File: config.mk
export PLATFORM = sky130hd
export DESIGN_NAME = tinyqv_nibble_mem_responder
export DESIGN_NICKNAME = d
export VERILOG_FILES = /design/src/rtl/tinyqv_nibble_mem_responder_pkg.sv /design/src/rtl/tinyqv_nibble_mem_responder_ram.sv /design/src/rtl/tinyqv_nibble_mem_responder.sv
export SDC_FILE = /design/constraint.sdc
export NUM_CORES = 2
export LEC_CHECK = 0
export ABC_AREA = 1
export ABC_CLOCK_PERIOD_IN_PS = 3400
export BUFFER_PORTS_ARGS = -buffer_cell sky130_fd_sc_hd__buf_2
export CORE_ASPECT_RATIO = 2
export CORE_MARGIN = 5
export CORE_UTILIZATION = 30
export CTS_CLUSTER_DIAMETER = 60
export CTS_CLUSTER_SIZE = 40
export DETAILED_ROUTE_END_ITERATION = 6
export PLACE_DENSITY_LB_ADDON = 0.25
export SETUP_SLACK_MARGIN = 0.05
export SLEW_MARGIN = 25
export SYNTH_ARGS = -nofsm -noshare
export SYNTH_HDL_FRONTEND = slang
export SYNTH_SLANG_ARGS = --single-unit
File: constraint.sdc
create_clock -name clk -period 3.4 [get_ports clk]
set_clock_uncertainty 0.05 [all_clocks]
set_input_delay 0.17 -clock clk [delete_from_list [all_inputs] [get_ports clk]]
set_output_delay 0.17 -clock clk [all_outputs]
set_load 0.01 [all_outputs]
File: src/rtl/tinyqv_nibble_mem_responder_pkg.sv
// Shared encodings for the TinyQV nibble-serial memory responder: access sizes,
// FSM states and the load-data alignment helper.
package tinyqv_nibble_mem_responder_pkg;

  localparam logic [1:0] MEM_BYTE = 2'b00;
  localparam logic [1:0] MEM_HALF = 2'b01;
  localparam logic [1:0] MEM_WORD = 2'b10;

  typedef enum logic [1:0] {
    IDLE = 2'd0,
    WAIT = 2'd1,
    DATA = 2'd2
  } resp_state_e;

  // Right-align the addressed lane(s) of a RAM word; unused upper bits read as zero.
  function automatic logic [31:0] alignLoad(input logic [31:0] word,
                                            input logic [1:0]  byteAddr,
                                            input logic [1:0]  size);
    logic [31:0] shifted;
    logic [31:0] result;
    shifted = word;
    result  = word;
    case (size)
      MEM_BYTE: begin
        shifted = word >> {byteAddr, 3'b000};
        result  = {24'h000000, shifted[7:0]};
      end
      MEM_HALF: begin
        shifted = word >> {byteAddr[1], 4'b0000};
        result  = {16'h0000, shifted[15:0]};
      end
      default: result = word;
    endcase
    return result;
  endfunction

endpackage

File: src/rtl/tinyqv_nibble_mem_responder_ram.sv
// Backing word store for the responder: synchronous byte-enabled write,
// combinational read, so it can be swapped for a hard macro wrapper.
module tinyqv_resp_ram #(
  parameter int NUM_WORDS = 64,
  parameter int ADDR_BITS = 6
) (
  input  logic                 clk_i,
  input  logic                 we_i,
  input  logic [3:0]           be_i,
  input  logic [ADDR_BITS-1:0] waddr_i,
  input  logic [31:0]          wdata_i,
  input  logic [ADDR_BITS-1:0] raddr_i,
  output logic [31:0]          rdata_o
);

  logic [31:0] mem_q [NUM_WORDS];

  always_ff @(posedge clk_i) begin
    if (we_i) begin
      for (int b = 0; b < 4; b++) begin
        if (be_i[b]) begin
          mem_q[waddr_i][8*b +: 8] <= wdata_i[8*b +: 8];
        end
      end
    end
  end

  assign rdata_o = mem_q[raddr_i];

endmodule

File: src/rtl/tinyqv_nibble_mem_responder.sv
// Nibble-serial load/store responder for the TinyQV core backed by on-chip RAM.
// Optional macro TINYQV_RESP_ERR_EN adds the access_err reporting output.
module tinyqv_nibble_mem_responder
  import tinyqv_nibble_mem_responder_pkg::*;
#(
  parameter int NUM_WORDS      = 64,
  parameter int WORD_ADDR_BITS = 6,
  parameter int LOAD_LATENCY   = 1
) (
  input  logic        clk,
  input  logic        rstn,
  input  logic [2:0]  counter,
  input  logic [27:0] addr_in,
  input  logic        address_ready,
  input  logic        is_store,
  input  logic [2:0]  mem_op,
  input  logic [3:0]  store_data,
  output logic [3:0]  load_data,
  output logic        load_data_ready,
  output logic        busy
`ifdef TINYQV_RESP_ERR_EN
  ,
  output logic        access_err
`endif
);

  localparam int         BA      = WORD_ADDR_BITS + 2;
  localparam logic [2:0] LatInit = 3'(LOAD_LATENCY);

  resp_state_e         state_q, state_d;
  logic [2:0]          passCnt_q, passCnt_d;
  logic [BA-1:0]       ldAddr_q, ldAddr_d;
  logic [1:0]          ldOp_q, ldOp_d;
  logic                ldOor_q, ldOor_d;
  logic [31:0]         shift_q, shift_d;
  logic [31:0]         storeBuf_q;

  logic [31:0]         storeWord;
  logic                inRange;
  logic                ramWe;
  logic [3:0]          ramBe;
  logic [31:0]         ramWdata;
  logic [31:0]         ramRdata;
  logic                unusedBits;

  assign unusedBits = ^{mem_op[2], storeBuf_q[3:0]};

  // Store nibbles enter at the top so nibble k sits at [4k+3:4k] after a full pass.
  always_ff @(posedge clk or negedge rstn) begin
    if (!rstn) begin
      storeBuf_q <= '0;
    end else begin
      storeBuf_q <= {store_data, storeBuf_q[31:4]};
    end
  end

  assign storeWord = {store_data, storeBuf_q[31:4]};
  assign inRange   = (addr_in[27:BA] == '0);

  always_comb begin
    ramWdata = storeWord;
    ramBe    = 4'b1111;
    case (mem_op[1:0])
      MEM_BYTE: begin
        ramWdata = {4{storeWord[7:0]}};
        ramBe    = 4'b0001 << addr_in[1:0];
      end
      MEM_HALF: begin
        ramWdata = {2{storeWord[15:0]}};
        ramBe    = addr_in[1] ? 4'b1100 : 4'b0011;
      end
      default: ;
    endcase
  end

  assign ramWe = (state_q == IDLE) && address_ready && is_store && inRange;

  tinyqv_resp_ram #(
    .NUM_WORDS (NUM_WORDS),
    .ADDR_BITS (WORD_ADDR_BITS)
  ) u_ram (
    .clk_i   (clk),
    .we_i    (ramWe),
    .be_i    (ramBe),
    .waddr_i (addr_in[BA-1:2]),
    .wdata_i (ramWdata),
    .raddr_i (ldAddr_q[BA-1:2]),
    .rdata_o (ramRdata)
  );

  always_ff @(posedge clk or negedge rstn) begin
    if (!rstn) begin
      state_q   <= IDLE;
      passCnt_q <= '0;
      ldAddr_q  <= '0;
      ldOp_q    <= MEM_BYTE;
      ldOor_q   <= 1'b0;
      shift_q   <= '0;
    end else begin
      state_q   <= state_d;
      passCnt_q <= passCnt_d;
      ldAddr_q  <= ldAddr_d;
      ldOp_q    <= ldOp_d;
      ldOor_q   <= ldOor_d;
      shift_q   <= shift_d;
    end
  end

  always_comb begin
    state_d   = state_q;
    passCnt_d = passCnt_q;
    ldAddr_d  = ldAddr_q;
    ldOp_d    = ldOp_q;
    ldOor_d   = ldOor_q;
    shift_d   = shift_q;
    case (state_q)
      IDLE: begin
        if (address_ready && !is_store) begin
          ldAddr_d  = addr_in[BA-1:0];
          ldOp_d    = mem_op[1:0];
          ldOor_d   = !inRange;
          passCnt_d = LatInit;
          state_d   = WAIT;
        end
      end
      WAIT: begin
        if (counter == 3'd7) begin
          passCnt_d = passCnt_q - 3'd1;
          // Final idle pass: fetch now so the data pass starts on the next counter 0.
          if (passCnt_q == 3'd1) begin
            shift_d = ldOor_q ? 32'h0 : alignLoad(ramRdata, ldAddr_q[1:0], ldOp_q);
            state_d = DATA;
          end
        end
      end
      DATA: begin
        shift_d = {4'h0, shift_q[31:4]};
        if (counter == 3'd7) begin
          state_d = IDLE;
        end
      end
      default: state_d = IDLE;
    endcase
  end

  assign load_data_ready = (state_q == DATA);
  assign load_data       = (state_q == DATA) ? shift_q[3:0] : 4'h0;
  assign busy            = (state_q != IDLE);

`ifdef TINYQV_RESP_ERR_EN
  logic misaligned;
  logic err_q, err_d;

  assign misaligned = ((mem_op[1:0] == MEM_HALF) && addr_in[0]) ||
                      ((mem_op[1:0] == MEM_WORD) && (addr_in[1:0] != 2'b00));
  assign err_d      = address_ready && ((state_q != IDLE) || !inRange || misaligned);

  always_ff @(posedge clk or negedge rstn) begin
    if (!rstn) begin
      err_q <= 1'b0;
    end else begin
      err_q <= err_d;
    end
  end

  assign access_err = err_q;
`endif

endmodule
==> metrics.txt <==
Crit path depth=14; CP endpoint kind=flip-flop; ratio of cells with drive above 1 in the final layout=9.84%; switching power=29100 uW; Placed Instances=11000; post-route ant nets=0; EDFF count, synth=2048; Seq/Total Area, Yosys=73.8%; Clock Latency Late Sink=740 ps; post-CTS setup buffers=0; setup TNS=0 ps; switching power share of the total=40.5%; CTS Hold Bufs=19; outcome=complete, but fails checks; cell area after layout=0.0966 mm^2; largest net degree at the start of global routing=97; static leakage=0.0324 uW; Layout area overhead=12.5%; initial antenna violation count=13; leading area contributor after synthesis=edfxtp_1; FF-to-FF path depth=14; failing checks=DRC; Yosys top cell area share=71.6%; Reg power frac=40.9%; Clock Root Buffer=clkbuf_16; Period Utilization, post-route=93.9%; Area after DPL=0.0939 mm^2; CP Cell Sequence=inv_8, buf_12, buf_12, buf_12, o21ai_0, o22ai_1, o21ai_0, o21ai_1, nand2_1, nand3_1, nand3_1, nand2_1, nand2_1, nand2_1; CP dominant cell by count=nand2_1; reg2reg end=shift_q[5]; Syn Nets=7165; Total Routed Length=269000 um; VDD IR-drop max=0.560 mV; height of the chip=767 um; RSZ-0062 raised after global routing=no; Final Critical Period=3190 ps; Clock H-tree levels=3; Iter 0 DRT Violations=4877; Setup Crit Path Kind=reg2reg; Final Util=33.8%; GP Congestion=0.870; Initial Util=30.0%; CP Launch Type=flip-flop; Worst Hold Class=in2async; max_slew headroom=26.4%; Critical Path RT=4020 ps; post-synthesis cell count=7121; max cap viols=0; drt drc=1; vias in the first global route=55200; post_cts resized=0; endpoints failing setup=0; Synth area leaders=edfxtp_1, nand3_1, nand2_1; die width=388 um; CP max stage delay=630 ps; IO Port Bufs=46; worst path arrival time=3820 ps; Final Slew Violations=0; Layout Cells excl Fill=11100; worst r2r src=ldAddr_q[2]; Achievable Freq=313 MHz; WL/cell=24.1 um; first-pass GRT wire length=384000 um; Post-synth top flop=edfxtp_1; hold_ws=74.0 ps; CTS tree=done; Post-DP HPWL=180000 um; YS warnings=0; mean area per synthesized cell=12.1 um^2; Core Rows=278; Post-synth top cells=edfxtp_1, nand2_1, nand3_1; clock power share=17.8%; final hold vios=0; cell area after synthesis=0.0859 mm^2; Worst Path Max Fanout=46; most frequent cell after synthesis=edfxtp_1; I/O Pins=48; GR Util All Layers=17.3%; CTS Buf Count=71; die area=0.298 mm^2; CTS Buffer Depth=3; clock sink count=2124; Int Power=42700 uW; Overflow after GRT=0; R2R Setup Slk=210 ps; CP max stage cell=dfrtp_4; Largest delay share family, worst path=buffers and inverters; worst-margin pin slew=1100 ps; clock slew at reported path FFs=140 ps; Yosys reg bits=2124; Cell Pwr Density=744 mW/mm^2; Post-synth ARST share=3.58%; Final nets=7343; via/cell ratio=5.01; via count=55700; Core Region=0.286 mm^2; crit path buf inv count=4; Comb power frac=41.3%; Yosys cell types=26; 1st-pass router iterations=7
-- power by group through the flow --
stage	Clock [uW]	Sequential [uW]	Combinational [uW]
final	12700	29400	29700
after global routing	14000	29400	32100
after CTS	13100	29400	30100
after floorplan	0	29900	17100
after detailed placement	0	30000	30000
after global placement	0	30000	29800
-- layout make-up --
class,instances,area (um^2)
Fill cell,28200,189000
Sequential cell,2124,63400
Multi-Input combinational cell,4437,19900
Timing Repair Buffer,587,5720
Tap cell,3780,4730
Clock buffer,87,1950
Clock inverter,34,493
Inverter,78,318
Antenna cell,2,5.00
-- worst reg2reg max path, stage by stage (launching register included) --
cell	delay [ps]
dfrtp_4	630
inv_8	250
buf_12	230
buf_12	320
buf_12	240
o21ai_0	120
o22ai_1	240
o21ai_0	120
o21ai_1	200
nand2_1	80
nand3_1	90
nand3_1	250
nand2_1	190
nand2_1	70
nand2_1	60
-- metal layers --
metal / vias up / share of wire, % / global-route usage [%]
li1: 25800 / - / -
met1: 28100 / 36 / 19.0
met2: 1386 / 54 / 32.6
met3: 451 / 3.3 / 1.13
met4: 4 / 7.0 / 10.4
met5: - / 0.010 / 0
-- logic make-up after synthesis --
family | share of synthesized area [%]
adder cells (fa/ha/maj) | 0.0291
buffers and inverters | 3.15
AND/OR/NAND/NOR | 17.5
flip-flops | 73.8
XOR/XNOR | 0.0102
AO/OA/AOI/OAI | 5.52
-- registers in the layout, summed over array words and instances, names as in the netlist --
register,count
ldAddr_q,8
state_q,2
storeBuf_q,28
shift_q,32
ldOp_q,2
passCnt_q,3
ldOor_q,1
u_ram.mem_q,2048
-- how the worst max path moves through the flow --
| stage | startpoint | end | slack, ps |
|---|---|---|---|
| after floorplan | mem_op[1] | u_ram.mem_q[0][10] | -640 |
| after global placement | ldAddr_q[2] | shift_q[2] | 260 |
| after detailed placement | ldAddr_q[2] | shift_q[5] | 290 |
| after CTS | state_q[1] | load_data[1] | 240 |
| after global routing | state_q[1] | load_data[1] | 70 |
| final | ldAddr_q[2] | shift_q[5] | 210 |
-- through the flow --
step                power (uW)  setup WS (ps)
floorplan                47000           -638
global placement         59800            259
detailed placement       60000            286
CTS                      72600            241
global route             75500           70.0
finish                   71800            206
-- cell usage in the layout (no fill, tap or decap), drive strengths merged, types with 24 or more instances in the layout --
cell type  count
edfxtp      2048
nand2       1529
nand3       1226
nor2         791
buf          568
o21ai        561
o22ai        245
inv           96
clkbuf        87
dfrtp         76
o221ai        24
Power figures use the tool's default switching activity.
